===== src/rtl/keypad_pkg.sv =====
// Shared types and constants for the 4x4 hex keypad scanner.
package keypad_pkg;

  typedef enum logic [1:0] {SCAN, DEBOUNCE, HELD, RELEASE} kp_state_t;

  // KEY_MAP[row][col] gives the hex label printed on the key.
  localparam logic [3:0] KEY_MAP [4][4] = '{
    '{4'h1, 4'h2, 4'h3, 4'hA},
    '{4'h4, 4'h5, 4'h6, 4'hB},
    '{4'h7, 4'h8, 4'h9, 4'hC},
    '{4'hE, 4'h0, 4'hF, 4'hD}
  };

  localparam logic [3:0] COL_RESET = 4'b1110;

endpackage


===== src/rtl/sync_2ff.sv =====
// Two-flop synchroniser; resets to all ones to match idle pulled-up inputs.
module sync_2ff #(
  parameter int unsigned WIDTH = 1
) (
  input  logic             clk,
  input  logic             reset,
  input  logic [WIDTH-1:0] d,
  output logic [WIDTH-1:0] q
);

  logic [WIDTH-1:0] meta_q;
  logic [WIDTH-1:0] sync_q;

  always_ff @(posedge clk or negedge reset) begin
    if (!reset) begin
      meta_q <= '1;
      sync_q <= '1;
    end else begin
      meta_q <= d;
      sync_q <= meta_q;
    end
  end

  assign q = sync_q;

endmodule


===== src/rtl/keypad_scan.sv =====
// 4x4 keypad column scanner with press/release debounce; keeps the last two confirmed keys.
module keypad_scan
  import keypad_pkg::*;
#(
  parameter int unsigned SCAN_CYCLES     = 4096,
  parameter int unsigned DEBOUNCE_CYCLES = 65536
) (
  input  logic       clk,
  input  logic       reset,
  input  logic [3:0] Row,
  output logic [3:0] Col,
  output logic [3:0] DigNew,
  output logic [3:0] DigOld,
  output logic       KeyValid
);

  localparam int unsigned MAX_CYCLES =
    (SCAN_CYCLES > DEBOUNCE_CYCLES) ? SCAN_CYCLES : DEBOUNCE_CYCLES;
  localparam int unsigned CW = $clog2(MAX_CYCLES) + 1;

  localparam logic [CW-1:0] SCAN_LAST = CW'(SCAN_CYCLES - 1);
  localparam logic [CW-1:0] DEB_LAST  = CW'(DEBOUNCE_CYCLES - 1);
  localparam logic [CW-1:0] SETTLE    = CW'(2);
  localparam logic [CW-1:0] ONE       = CW'(1);

  logic [3:0]    row_s;
  kp_state_t     state_q, state_d;
  logic [CW-1:0] scan_cnt_q, scan_cnt_d;
  logic [CW-1:0] deb_cnt_q, deb_cnt_d;
  logic [1:0]    col_idx_q, col_idx_d;
  logic [1:0]    row_idx_q, row_idx_d;
  logic [3:0]    dig_new_q, dig_old_q;
  logic          key_valid_q;
  logic [1:0]    row_hit;
  logic          row_low;
  logic          confirm;

  sync_2ff #(
    .WIDTH(4)
  ) u_row_sync (
    .clk  (clk),
    .reset(reset),
    .d    (Row),
    .q    (row_s)
  );

  // Lowest-index low row wins when several rows are pulled low together.
  always_comb begin
    row_hit = 2'd0;
    for (int r = 3; r >= 0; r--) begin
      if (!row_s[r]) row_hit = 2'(r);
    end
  end

  assign row_low = !row_s[row_idx_q];

  always_comb begin
    state_d    = state_q;
    scan_cnt_d = scan_cnt_q;
    deb_cnt_d  = deb_cnt_q;
    col_idx_d  = col_idx_q;
    row_idx_d  = row_idx_q;
    confirm    = 1'b0;
    case (state_q)
      SCAN: begin
        // The first two cycles after a column change are settle time.
        if (scan_cnt_q >= SETTLE && row_s != 4'hF) begin
          state_d    = DEBOUNCE;
          row_idx_d  = row_hit;
          deb_cnt_d  = '0;
          scan_cnt_d = '0;
        end else if (scan_cnt_q == SCAN_LAST) begin
          scan_cnt_d = '0;
          col_idx_d  = col_idx_q + 2'd1;
        end else begin
          scan_cnt_d = scan_cnt_q + ONE;
        end
      end
      DEBOUNCE: begin
        if (row_low) begin
          if (deb_cnt_q == DEB_LAST) begin
            state_d   = HELD;
            deb_cnt_d = '0;
            confirm   = 1'b1;
          end else begin
            deb_cnt_d = deb_cnt_q + ONE;
          end
        end else begin
          state_d    = SCAN;
          deb_cnt_d  = '0;
          scan_cnt_d = '0;
          col_idx_d  = col_idx_q + 2'd1;
        end
      end
      HELD: begin
        if (!row_low) begin
          state_d   = RELEASE;
          deb_cnt_d = '0;
        end
      end
      RELEASE: begin
        if (!row_low) begin
          if (deb_cnt_q == DEB_LAST) begin
            state_d    = SCAN;
            deb_cnt_d  = '0;
            scan_cnt_d = '0;
            col_idx_d  = col_idx_q + 2'd1;
          end else begin
            deb_cnt_d = deb_cnt_q + ONE;
          end
        end else begin
          state_d   = HELD;
          deb_cnt_d = '0;
        end
      end
      default: state_d = SCAN;
    endcase
  end

  always_ff @(posedge clk or negedge reset) begin
    if (!reset) begin
      state_q    <= SCAN;
      scan_cnt_q <= '0;
      deb_cnt_q  <= '0;
      col_idx_q  <= 2'd0;
      row_idx_q  <= 2'd0;
    end else begin
      state_q    <= state_d;
      scan_cnt_q <= scan_cnt_d;
      deb_cnt_q  <= deb_cnt_d;
      col_idx_q  <= col_idx_d;
      row_idx_q  <= row_idx_d;
    end
  end

  always_ff @(posedge clk or negedge reset) begin
    if (!reset) begin
      dig_new_q   <= 4'h0;
      dig_old_q   <= 4'h0;
      key_valid_q <= 1'b0;
    end else begin
      key_valid_q <= confirm;
      if (confirm) begin
        dig_old_q <= dig_new_q;
        dig_new_q <= KEY_MAP[row_idx_q][col_idx_q];
      end
    end
  end

  // Column index 0 drives COL_RESET; higher indices rotate the single low bit left.
  assign Col      = ~((~COL_RESET) << col_idx_q);
  assign DigNew   = dig_new_q;
  assign DigOld   = dig_old_q;
  assign KeyValid = key_valid_q;

endmodule

===== config.mk =====
export PLATFORM = sky130hd
export DESIGN_NAME = keypad_scan
export DESIGN_NICKNAME = d
export VERILOG_FILES = /design/src/rtl/keypad_pkg.sv /design/src/rtl/sync_2ff.sv /design/src/rtl/keypad_scan.sv
export SDC_FILE = /design/constraint.sdc
export NUM_CORES = 1
export LEC_CHECK = 0
export CAP_MARGIN = 20
export CORE_UTILIZATION = 50
export CTS_BUF_LIST = sky130_fd_sc_hd__clkbuf_2
export DETAILED_ROUTE_END_ITERATION = 6
export GPL_TIMING_DRIVEN = 0
export HOLD_SLACK_MARGIN = 0.12
export PLACE_DENSITY = 0.7
export SYNTH_ARGS = -nofsm -noshare
export SYNTH_HDL_FRONTEND = slang
export SYNTH_HIERARCHICAL = 1
export SYNTH_SLANG_ARGS = --single-unit

===== constraint.sdc =====
create_clock -name clk -period 3.2 [get_ports clk]
set_input_delay 0.64 -clock clk [delete_from_list [all_inputs] [get_ports clk]]
set_output_delay 0.64 -clock clk [all_outputs]
set_load 0.005 [all_outputs]

* Word-level counts from Yosys, hierarchy flattened
Cells that the tools add are included.
** Word-level totals
- Register bits :: 57
- Bits of input ports :: 6
- Output and inout bits :: 13
- Logic and storage cells :: 83
** Operators by class
- Add/subtract/negate cells :: 3
- Magnitude comparators :: 4
- Equal/unequal tests :: 15
- Shift-type cells :: 1
- Multiplexer cells :: 39
- Bitwise gates (word level) :: 3
- Reductions and logical operators :: 8
** Operator list (number)
- $mux 17 :: 9
- $pmux 17 s4 :: 1
- $pmux 17 s3 :: 1
- $add 17x1->17 const B :: 2
- $bmux 16 s2 :: 1
- $mux 16 :: 2
- $mux 2 :: 15
- $eq 17x12->1 const B :: 1
- $eq 17x16->1 const B :: 1
- $ge 17x2->1 const B :: 1
- $ne 2x2->1 const B :: 7
- $bmux 4 s2 :: 1
- $mux 4 :: 2
- $pmux 2 s4 :: 1
- $reduce_and 4->1 :: 2
- $ge 3x3->1 const B :: 2
- $ne 3x3->1 const B :: 2
- $not 2->3 :: 2
- $pmux 2 s3 :: 1
- $reduce_and 6->1 :: 1
- $eq 2x2->1 const B :: 2
- $mux 1 :: 4
- $ne 4x4->1 const B :: 1
- $not 4->4 :: 1
- other kinds (9) :: 10

* Depth between registers and ports, before layout
- Depth in word-level cells :: 7
- Depth in mapped cells :: 8
- Mapped depth without buffers :: 7

* Cells and area by module
Netlist, hierarchy kept.
** By module, submodules not included
- keypad_scan :: times used 1, cells an instance 316, area each 2967.8 µm², sequential area each 1226.2 µm²
- sync_2ff :: times used 1, cells an instance 8, area each 210.2 µm², sequential area each 210.2 µm²

* Least setup slack after synthesis
No wires, ideal clock.
- Path kind :: flip-flop to flip-flop
- Start point :: register row_idx_q[0]
- End point :: register deb_cnt_q[14]
- Library setup time :: 0.124 ns
- Arrival :: 1.933 ns
- Required time :: 3.076 ns
- Slack :: 1.143 ns
- Cell stages (with the launch flop) :: 8
- Buffers on the path :: 2
- Clock period less this slack :: 2.057 ns
- Cell sequence :: dfrtp_1 buf_2 mux4_2 xnor2_2 nor3b_2 buf_2 and3_1 a211o_1
** Between the ends
- Longest elaborated chain between the ends :: 4
- Elaborated cells on any way between the ends :: 7
- Classes of those cells :: eq/ne (1); mux (5); reduce/logical (1)
** Ends and longest elaborated chain
- from (decl) :: line keypad_scan.sv:31 : logic [1:0] row_idx_q, row_idx_d;
- from (signal assigned) :: line keypad_scan.sv:132 : row_idx_q <= row_idx_d;
- $bmux 1 s2 * :: line keypad_scan.sv:55 : assign row_low = !row_s[row_idx_q];
- $mux 1 (implied by the code) * :: line keypad_scan.sv:55
- $mux 17 (tied with other cells) :: line keypad_scan.sv:102 : if (!row_low) begin
- $pmux 17 s4 or $reduce_and 2->1 (tied branches)
- to (signal assigned) :: line keypad_scan.sv:130 : deb_cnt_q <= deb_cnt_d;
- to (decl) :: line keypad_scan.sv:29 : logic [CW-1:0] deb_cnt_q, deb_cnt_d;
Every way passes the cells marked *; elsewhere a longest branch is shown, timed or not. The select of a mux whose other input is x is not followed.
A chain may end at the register's enable or synchronous reset.

* Final worst setup path
- Start point :: register col_idx_q[0]
- End point :: output Col[2]
** Between the ends
- Longest elaborated chain between the ends :: 2
** Ends and longest elaborated chain
- from (decl) :: line keypad_scan.sv:30 : logic [1:0] col_idx_q, col_idx_d;
- from (signal assigned) :: line keypad_scan.sv:131 : col_idx_q <= col_idx_d;
- $shl 1x2->4 :: line keypad_scan.sv:151 : assign Col = ~((~COL_RESET) << col_idx_q);
- $not 4->4 :: line keypad_scan.sv:151
- to (decl) :: line keypad_scan.sv:11 : output logic [3:0] Col,
No other way between the ends.

==> metrics <==
status=complete, no violations; io pins=19; Critical Path RT=roughly 2.6 ns; number of core rows=28; Setup Buffers After CTS=0; Final setup viols=0; Clk pwr share=around 20%; XOR/XNOR Fraction of Synth Area=1.34%; first-pass GRT wire length=11100 um; maximum VDD drop=0.369 mV; fin nets=367; Net Switching=963 uW; area delta synth->final=12.7%; Worst Setup Path Type=reg2out; via count=2642; clock-pin slew on the worst setup and hold paths=approximately 0.18 ns; gr usage total=a little over a fifth; diodes inserted=0; gr ovfl total=0; 1st-iter DRT viols=132; top post-synthesis cells by area=dfrtp_1, dfstp_2, nand2_1; Power Density=between 600 and 700 nW/um^2; Compound-Gate Fraction of Synth Area=roughly a fifth; Post-synth EDFFs=0; Die Area=roughly 6700 um^2; average size of a mapped cell=9.81 um^2; Seq/Total Area, Yosys=~45%; area occupied by registers=roughly 1400 um^2; largest net degree at the start of global routing=30; hold-fix buffers at CTS=0; Period Utilization, post-route=84.5%; Syn Nets=337; largest family of logic cells by synthesized area=simple AND/OR/NAND/NOR gates; ys async rst share=100%; Place WS=roughly 0.74 ns; Final min period=~2.7 ns; Final Hold Viols=0; Die Span X=81.7 um; crit-path max FO=8; Longest Clk Path Bufs=2; initial antenna violation count=0; Logic pwr share=42.6%; hpwl dp=about 4600 um; layout cells sized above 1=around 15%; post-synthesis mux area share=3.46%; vias per std cell=about 6.1; CTS Sinks=57; Slew headroom=between 50% and 60%; number of max-cap violations=0; Initial Util=52.7%; vias in the first global route=roughly 2400; IO buf count=18; clock root buffer=clkbuf_2; max-slew violation count=0; Max H-tree Level=3; Layout Skew=0.0157 ns; Setup crit end kind=output pin; Filler cells=around 540; post-route DRC violation count=0; Mapped Area=approximately 3200 um^2; fin worst setup slack=around 0.50 ns; Worst-Margin Slew=between 0.6 and 0.7 ns; Worst Path Arrival=about 2.1 ns; WL per Instance=between 15 and 20 um; RSZ-0062 raised after global routing=false; Startpoint Class=register; HP Class=in2async; gpl congestion=approximately 0.85; DR pass1 iterations=5; Die H=just over 80 um; multi-input logic area=1610 um^2; Final ANT Viol Nets=0; Hold Worst Slack=approximately 0.16 ns; Adder-Cell Fraction of Synth Area=2.76%; Yosys top cell area share=about two fifths; worst skew pair latency=0.47 ns; synth unique cells=63; Reg power frac=a little under two fifths; most frequent cell after synthesis=dfrtp_1; Leakage=~1.6 nW; CTS tree=yes; Yosys top cell by area=dfrtp_1; core box area=roughly 6000 um^2; Resize count post-CTS=0; Synth top cells by count=dfrtp_1, nand2_1, nor2_1; Int Power=between 1 and 1.5 mW; Synth Register Bits=57; CTS buffer count=9; total power=around 2.3 mW; most used flip-flop cell after synthesis=dfrtp_1; Sw Share=41.7%; DRT Wirelength=6710 um; yosys warns=6; Synth Instances=~320; Simple-Gate Fraction of Synth Area=23.3%; FMAX=roughly 0.37 GHz
final timing paths:
check / to / start / cells after the start / slack [ns]
hold reg to reg: u_row_sync/q[0] / u_row_sync/meta_q[0] / 0 / 0.37
setup reg to reg: scan_cnt_q[14] / deb_cnt_q[0] / 7 / 0.70
min in group clk: u_row_sync/q[0] / u_row_sync/meta_q[0] / 0 / 0.37
max in group asynchronous: scan_cnt_q[13] / reset / 2 / 2.45
hold / removal: DigOld[1] / reset / 1 / 0.16
setup / recovery: Col[2] / col_idx_q[0] / 5 / 0.50
flip-flops by register name, summed over array words and instances, names as in the netlist, named ones only:
| register | cells |
|---|---|
| col_idx_q | 2 |
| DigNew | 4 |
| deb_cnt_q | 17 |
| state_q | 1 |
| u_row_sync/meta_q | 4 |
| scan_cnt_q | 17 |
| DigOld | 4 |
| KeyValid | 1 |
| u_row_sync/q | 4 |
| row_idx_q | 2 |
power by group through the flow:
stage / clock network (mW) / registers, mW / logic, mW
after floorplan: 0 / 0.856 / 0.693
after global placement: 0 / 0.871 / 0.963
after detailed placement: 0 / 0.874 / 0.978
after CTS: 0.476 / 0.861 / 0.984
after global routing: 0.508 / 0.875 / 1.08
final: 0.462 / 0.861 / 0.983
stage by stage:
| step | util, % | instance area (um^2) | setup TNS (ns) | instances |
|---|---|---|---|---|
| 6_report | 59.4 | 3580 | 0 | 434 |
| 5_1_grt | 59.4 | 3580 | 0 | 434 |
| 4_1_cts | 59.4 | 3580 | 0 | 434 |
| 3_5_place_dp | 57.5 | 3470 | 0 | 418 |
| 3_3_place_gp | 57.3 | 3450 | -15.46 | 417 |
| 2_1_floorplan | - | 3180 | 0 | 324 |
critical path, stage by stage, from the launching register on:
cell	delay, ns
dfrtp_1	0.40
clkbuf_1	0.29
inv_1	0.15
ha_1	0.22
inv_1	0.05
clkdlybuf4s50_1	0.48
kinds of logic after synthesis:
family | count (synthesis)
xor gates and xnor gates | 4
and+or+nand+nor | 135
DFF | 57
adders and majority gates | 7
AOI/OAI and AO/OA | 83
buffers and inverters | 29
muxes | 9
cell usage in the layout, fill, tap and decap left out, types with 7 or more instances in the layout:
| cell type | count |
|---|---|
| nand4_1 | 11 |
| clkdlybuf4s50_1 | 17 |
| a21oi_1 | 10 |
| nor2_1 | 16 |
| dfrtp_1 | 49 |
| ha_1 | 7 |
| clkbuf_2 | 9 |
| nand2_1 | 37 |
| clkbuf_1 | 8 |
| o21ai_0 | 10 |
| and3_1 | 13 |
| dfstp_2 | 8 |
| a211o_1 | 8 |
| inv_1 | 14 |
| nor3_1 | 11 |
| nand3_1 | 14 |
area by class of cell:
class | count | share of cell area, %
Inverter | 14 | 1.47
Clock buffer | 9 | 1.26
Buffer | 15 | 2.13
Clock inverter | 7 | 1.96
Multi-Input combinational cell | 238 | 45.0
Tap cell | 75 | 2.62
Sequential cell | 57 | 40.1
Timing Repair Buffer | 19 | 5.45
layer usage:
metal / GRT usage, % / share of wire [%] / up-vias
met5: 0 / 0 / -
met4: 6.32 / 0.42 / 0
met3: 6.89 / 5.4 / 2
met2: 35.1 / 49 / 73
met1: 28.5 / 45 / 1296
li1: - / - / 1271
No activity file was read; power rests on OpenSTA's default activity.
